[config.mk]
export PLATFORM = sky130hd
export DESIGN_NAME = level_meter
export DESIGN_NICKNAME = d
export VERILOG_FILES = /design/src/rtl/launchpad_vis_pkg.sv /design/src/rtl/level_quantizer.sv /design/src/rtl/level_meter.sv
export SDC_FILE = /design/constraint.sdc
export NUM_CORES = 1
export LEC_CHECK = 0
export ABC_AREA = 1
export CAP_MARGIN = 20
export CORE_ASPECT_RATIO = 0.5
export CORE_MARGIN = 5
export CORE_UTILIZATION = 45
export CTS_CLUSTER_DIAMETER = 150
export DETAILED_ROUTE_END_ITERATION = 12
export GPL_ROUTABILITY_DRIVEN = 0
export GPL_TIMING_DRIVEN = 0
export PLACE_DENSITY = 0.68
export SYNTH_ARGS = -nofsm -noshare
export SYNTH_HDL_FRONTEND = slang
export SYNTH_SLANG_ARGS = --single-unit
[constraint.sdc]
create_clock -name Clk -period 4.2 [get_ports Clk]
set_input_delay 0.84 -clock Clk [delete_from_list [all_inputs] [get_ports Clk]]
set_output_delay 0.84 -clock Clk [all_outputs]
set_load 0.005 [all_outputs]
[src/rtl/launchpad_vis_pkg.sv]
// Shared types for the bar-level visualizer: level nibbles, meter FSM states,
// and the packing of per-voice levels into the 32-bit sound_data word.
package launchpad_vis_pkg;

  localparam int NUM_BARS = 8;
  localparam int LEVEL_W  = 4;
  localparam int WORD_W   = NUM_BARS * LEVEL_W;

  typedef logic [LEVEL_W-1:0] level_t;
  typedef level_t level_arr_t [NUM_BARS];

  typedef enum logic [1:0] {
    IDLE,
    SCAN,
    DONE
  } meter_state_e;

  // Voice 0 lands in the most significant nibble (leftmost bar).
  function automatic logic [WORD_W-1:0] pack_levels(input level_arr_t lv);
    logic [WORD_W-1:0] w;
    w = '0;
    for (int v = 0; v < NUM_BARS; v++) begin
      w[(NUM_BARS-1-v)*LEVEL_W +: LEVEL_W] = lv[v];
    end
    return w;
  endfunction

endpackage

[src/rtl/level_quantizer.sv]
// Sample magnitude (saturating abs) and peak-to-level quantization.
// LEVEL_METER_LOG_SCALE_EN selects leading-one (log) levels instead of linear top bits.
module level_quantizer
  import launchpad_vis_pkg::*;
#(
  parameter int SAMPLE_W = 16
) (
  input  logic signed [SAMPLE_W-1:0] sample_data,
  output logic        [SAMPLE_W-2:0] mag,
  input  logic        [SAMPLE_W-2:0] peak,
  output level_t                     level
);

  // The most-negative code has no positive twin, so it clips to full scale.
  function automatic logic [SAMPLE_W-2:0] sat_abs(input logic signed [SAMPLE_W-1:0] s);
    logic signed [SAMPLE_W-1:0] neg;
    neg = -s;
    if (s == {1'b1, {(SAMPLE_W-1){1'b0}}}) return '1;
    if (s[SAMPLE_W-1]) return neg[SAMPLE_W-2:0];
    return s[SAMPLE_W-2:0];
  endfunction

  function automatic level_t quant(input logic [SAMPLE_W-2:0] m);
`ifdef LEVEL_METER_LOG_SCALE_EN
    level_t lv;
    lv = '0;
    for (int b = 0; b < SAMPLE_W-1; b++) begin
      if (m[b]) lv = (b + 1 > 15) ? 4'd15 : 4'(b + 1);
    end
    return lv;
`else
    return m[SAMPLE_W-2 -: LEVEL_W];
`endif
  endfunction

  assign mag   = sat_abs(sample_data);
  assign level = quant(peak);

endmodule

[src/rtl/level_meter.sv]
// Per-voice peak meter: tracks peaks between frame ticks, then scans the eight
// voices into decaying 4-bit bar levels and publishes them as one packed word.
// Build option LEVEL_METER_LOG_SCALE_EN (in level_quantizer) selects log levels.
module level_meter
  import launchpad_vis_pkg::*;
#(
  parameter int SAMPLE_W     = 16,
  parameter int DECAY_STEP   = 1,
  parameter int DECAY_FRAMES = 4
) (
  input  logic                       Clk,
  input  logic                       Reset_n,
  input  logic                       frame_tick,
  input  logic                       sample_valid,
  input  logic [2:0]                 sample_ch,
  input  logic signed [SAMPLE_W-1:0] sample_data,
  output logic [WORD_W-1:0]          sound_data,
  output logic                       sound_data_valid,
  output logic                       busy
);

  localparam int         MAG_W      = SAMPLE_W - 1;
  localparam level_t     STEP_L     = level_t'(DECAY_STEP);
  localparam logic [3:0] DECAY_LAST = 4'(DECAY_FRAMES - 1);

  typedef logic [MAG_W-1:0] mag_arr_t [NUM_BARS];

  function automatic level_t sat_dec(input level_t d);
    return (d > STEP_L) ? level_t'(d - STEP_L) : '0;
  endfunction

  function automatic level_t max_lvl(input level_t a, input level_t b);
    return (a > b) ? a : b;
  endfunction

  meter_state_e     state, state_nxt;
  logic [2:0]       idx;
  logic [3:0]       decay_cnt;
  logic             decay_due;
  mag_arr_t         peak, peak_nxt;
  level_arr_t       disp;
  logic [MAG_W-1:0] mag;
  level_t           q_lvl;
  logic             scan_en, publish, tick_acc;

  level_quantizer #(.SAMPLE_W(SAMPLE_W)) u_quant (
    .sample_data (sample_data),
    .mag         (mag),
    .peak        (peak[idx]),
    .level       (q_lvl)
  );

  assign busy = (state == SCAN);

  always_comb begin
    state_nxt = state;
    scan_en   = 1'b0;
    publish   = 1'b0;
    tick_acc  = 1'b0;
    unique case (state)
      IDLE: begin
        if (frame_tick) begin
          state_nxt = SCAN;
          tick_acc  = 1'b1;
        end
      end
      SCAN: begin
        scan_en = 1'b1;
        if (idx == 3'(NUM_BARS-1)) state_nxt = DONE;
      end
      DONE: begin
        publish   = 1'b1;
        state_nxt = IDLE;
      end
      default: state_nxt = IDLE;
    endcase
  end

  // Clear-then-accumulate: a sample landing on the voice being scanned seeds the next frame.
  always_comb begin
    for (int i = 0; i < NUM_BARS; i++) begin
      peak_nxt[i] = (scan_en && idx == 3'(i)) ? '0 : peak[i];
      if (sample_valid && sample_ch == 3'(i) && mag > peak_nxt[i]) peak_nxt[i] = mag;
    end
  end

  always_ff @(posedge Clk or negedge Reset_n) begin
    if (!Reset_n) begin
      state            <= IDLE;
      idx              <= '0;
      decay_cnt        <= '0;
      decay_due        <= 1'b0;
      sound_data_valid <= 1'b0;
    end else begin
      state            <= state_nxt;
      sound_data_valid <= publish;
      if (tick_acc) begin
        idx <= '0;
        if (decay_cnt == DECAY_LAST) begin
          decay_cnt <= '0;
          decay_due <= 1'b1;
        end else begin
          decay_cnt <= decay_cnt + 4'd1;
          decay_due <= 1'b0;
        end
      end else if (scan_en) begin
        idx <= idx + 3'd1;
      end
    end
  end

  always_ff @(posedge Clk or negedge Reset_n) begin
    if (!Reset_n) begin
      sound_data <= '0;
      for (int i = 0; i < NUM_BARS; i++) begin
        peak[i] <= '0;
        disp[i] <= '0;
      end
    end else begin
      for (int i = 0; i < NUM_BARS; i++) peak[i] <= peak_nxt[i];
      if (scan_en) disp[idx] <= max_lvl(q_lvl, decay_due ? sat_dec(disp[idx]) : disp[idx]);
      if (publish) sound_data <= pack_levels(disp);
    end
  end

endmodule
==> run_results.csv <==
group,metric,value,unit
route,wire_per_inst,16.6,microns
synth,synth_edf_count,0,
worst_setup_path,arrival,4.46,ns
route,drcViolationCount,0,
global_route,grt_pass1_wl,64400,microns
sta,max-slew-margin-rel,0.346,
clock_tree,clock-root-buffer,"clkbuf_16",
worst_setup_path,crit_path_start_kind,"primary input",
power_and_ir_drop,p_leak,0.00861,uW
global_route,grt_use_met3,0.0505,
final_layout,fin_util,0.528,
route,drt_wl_total,41300,microns
sta,fmax,244,MHz
power_and_ir_drop,power_density,699,nW/um^2
placement,dpl_cell_area,14600,sq um
synth,yosysTopAreaCell,"dfrtp_1",
final_layout,seqCellArea,4880,sq um
synth,yosys.area.top_type_share,0.363,
sta,hold_violations,0,
clock_tree,numCtsBuffers,17,
placement,hpwlAfterDp,28600,microns
clock_tree,cts.sinks,195,
sta,fin_worst_skew,0.0114,ns
final_layout,antenna_cells,0,
synth,synthesis.nets,2098,
sta,setup_tns,0,ns
synth,ys_warn_count,0,
global_route,grt_pass1_vias,11678,
placement,dp_cells,2442,
clock_tree,htree_levels,4,
worst_setup_path,end_kind,"register",
final_layout,drive_gt1_frac,0.0782,
route,vias,13147,
global_route,grt_busiest_layer,"met2",
synth,synth_ff_type,"dfrtp_1",
route,viasPerCell,5.28,
floorplan,die_area,33600,sq um
worst_hold_path,min_path_type,"primary input to asynchronous set/reset pin",
final_layout,syn2layout_area_growth,14.8,%
synth,syn_area_per_cell,6.75,sq um
global_route,met2_usage,0.364,
global_route,grt_use_met1,0.363,
floorplan,ios,57,
worst_setup_path,rr_worst_depth,20,
placement,portBuffers,56,
synth,synth_area,13400,sq um
sta,fin_hold_ws,0.326,ns
final_layout,fillers,2899,
synth,synth-async-reset-ratio,1.00,
worst_setup_path,r2r-start,"idx[0]",
sta,timing.final.crit_share,0.978,
global_route,grt_antenna_before_repair,0,
run_status,run_status,"finished, final reports clean",
worst_setup_path,worstSetupPathType,"primary input to register",
route,final_antenna_net_count,0,
worst_setup_path,r2r_setup_slack,0.28,ns
sta,worstMarginPinSlew,0.981,ns
floorplan,die_w,254,microns
route,first_pass_iters,6,
clock_tree,clkLatencyLatePin,0.47,ns
power_and_ir_drop,peakVddDrop,0.602,mV
sta,post-route-min-period,4.11,ns
synth,synth_cells,1989,
final_layout,multi_input_area,7160,sq um
run,max_cap_violations,0,
floorplan,core_area,29200,sq um
worst_setup_path,worst_r2r_endpoint,"peak[19]",
route,drt-initial-drc-count,1396,
worst_setup_path,crit_path_max_fanout,10,
final_layout,nets,2194,
global_route,grt-ovfl-total,0,
synth,ys_types,38,
clock_tree,clock_path_buffers,2,
sta,maxSlewViolCount,0,
clock_tree,ctsHoldBuffers,0,
final_layout,instances_no_fill,2489,
global_route,grt_max_degree,114,
clock_tree,cts_tree,"built",
synth,synth-seq-area-share,0.363,
final_layout,final_common_cell,"nand2_1",
synth,synthTopCellsByArea,"dfrtp_1 (36%), nand2_1 (18%), inv_1 (8.4%), ha_1 (8.0%), nand3_1 (7.2%)",
floorplan,rows,44,
floorplan,die_h,132,microns
final_layout,final_area,15400,sq um
floorplan,start_util,0.460,
worst_setup_path,critPathRequiredTime,4.56,ns
global_route,grt_use_total,0.244,
final_layout,layout_common_cells,"nand2_1 (657), inv_1 (299), nor2_1 (204)",
sta,finalSetupViolations,0,
clock_tree,clk_pin_slew,0.08,ns
synth,synth_seq_cells,195,
-- worst max-delay path by stage --
stage,start,slack (ns),endpoint
6_report,sample_data[3],0.09,peak[97]
5_1_grt,idx[2],-0.005,disp[16]
4_1_cts,idx[0],0.006,disp[6]
3_5_place_dp,sample_data[0],-1.13,peak[49]
3_3_place_gp,Reset_n,-6.37,sound_data[29]
2_1_floorplan,sample_data[0],0.54,peak[56]
-- worst max-delay path: stages --
cell and delay (ns):
clkdlybuf4s50_1 0.53, nor2_1 0.07, nand3_1 0.16, nand2_1 0.13, nand2_1 0.58, nand3_2 0.55, buf_4 0.40, nand2_1 0.11
nand3_1 0.12, nor2_1 0.13, nor2_1 0.05, nand2_1 0.07, nand2_1 0.07, nand3_2 0.15, nand2_2 0.15, buf_4 0.21
nand2_1 0.07, nand2_1 0.06
-- power breakdown --
part	switching (uW)	leakage, uW	internal [uW]
clock	876	0.000304	919
sequential	320	0.00259	2600
combinational	4020	0.00572	2040
total	5210	0.00861	5570
-- Yosys cell counts (all sizes together) (4+ instances only) --
master  instances
ha             86
o21bai          8
dfrtp         195
nor3           18
o21ai         104
o211ai          5
a31o            8
nand3b          8
buf            41
inv           308
nand4          50
nand3         209
o21a            4
nor2          207
a21oi          34
nand2         671
clkbuf         15
-- through the flow --
step / setup WS [ns] / total power (uW)
global route: -0.00499 / 11700
finish: 0.0944 / 10800
floorplan: 0.544 / 6890
detailed placement: -1.13 / 8670
global placement: -6.37 / 8470
CTS: 0.00594 / 10600
-- what timing repair did --
| action | 4_1_cts | 5_1_grt |
|---|---|---|
| buffers inserted | 11 | 5 |
| endpoints found under the setup margin | 152 | 99 |
| pin swaps | 4 | 2 |
| resized for setup | 12 | 16 |
-- metal layers --
metal	up-vias	routed length, microns
li1	6509	-
met1	6049	19000
met2	527	17600
met3	62	3850
met4	0	874
met5	-	0
-- area by class of cell --
| type | instances | share of cell area |
|---|---|---|
| plain buffers | 55 | 0.0214 |
| clock buffers | 17 | 0.0276 |
| clock inverters | 15 | 0.0136 |
| inverters | 308 | 0.0750 |
| multi-input cells | 1430 | 0.464 |
| flip-flops and latches | 195 | 0.316 |
| well taps | 391 | 0.0317 |
| repair buffers | 78 | 0.0500 |
-- cell families after synthesis --
group                    share of synthesized area
AND/OR/NAND/NOR                              0.371
buffers and inverters                        0.111
flip-flops                                   0.363
AO/OA/AOI/OAI                               0.0715
adder cells (fa/ha/maj)                     0.0801
XOR/XNOR                                   0.00326
-- state kept, by name, indices dropped and copies added, names as in the netlist --
name	flops
idx	3
peak	120
sound_data_valid	1
decay_cnt	4
disp	32
state	2
decay_due	1
sound_data	32
Power figures use the tool's default switching activity.
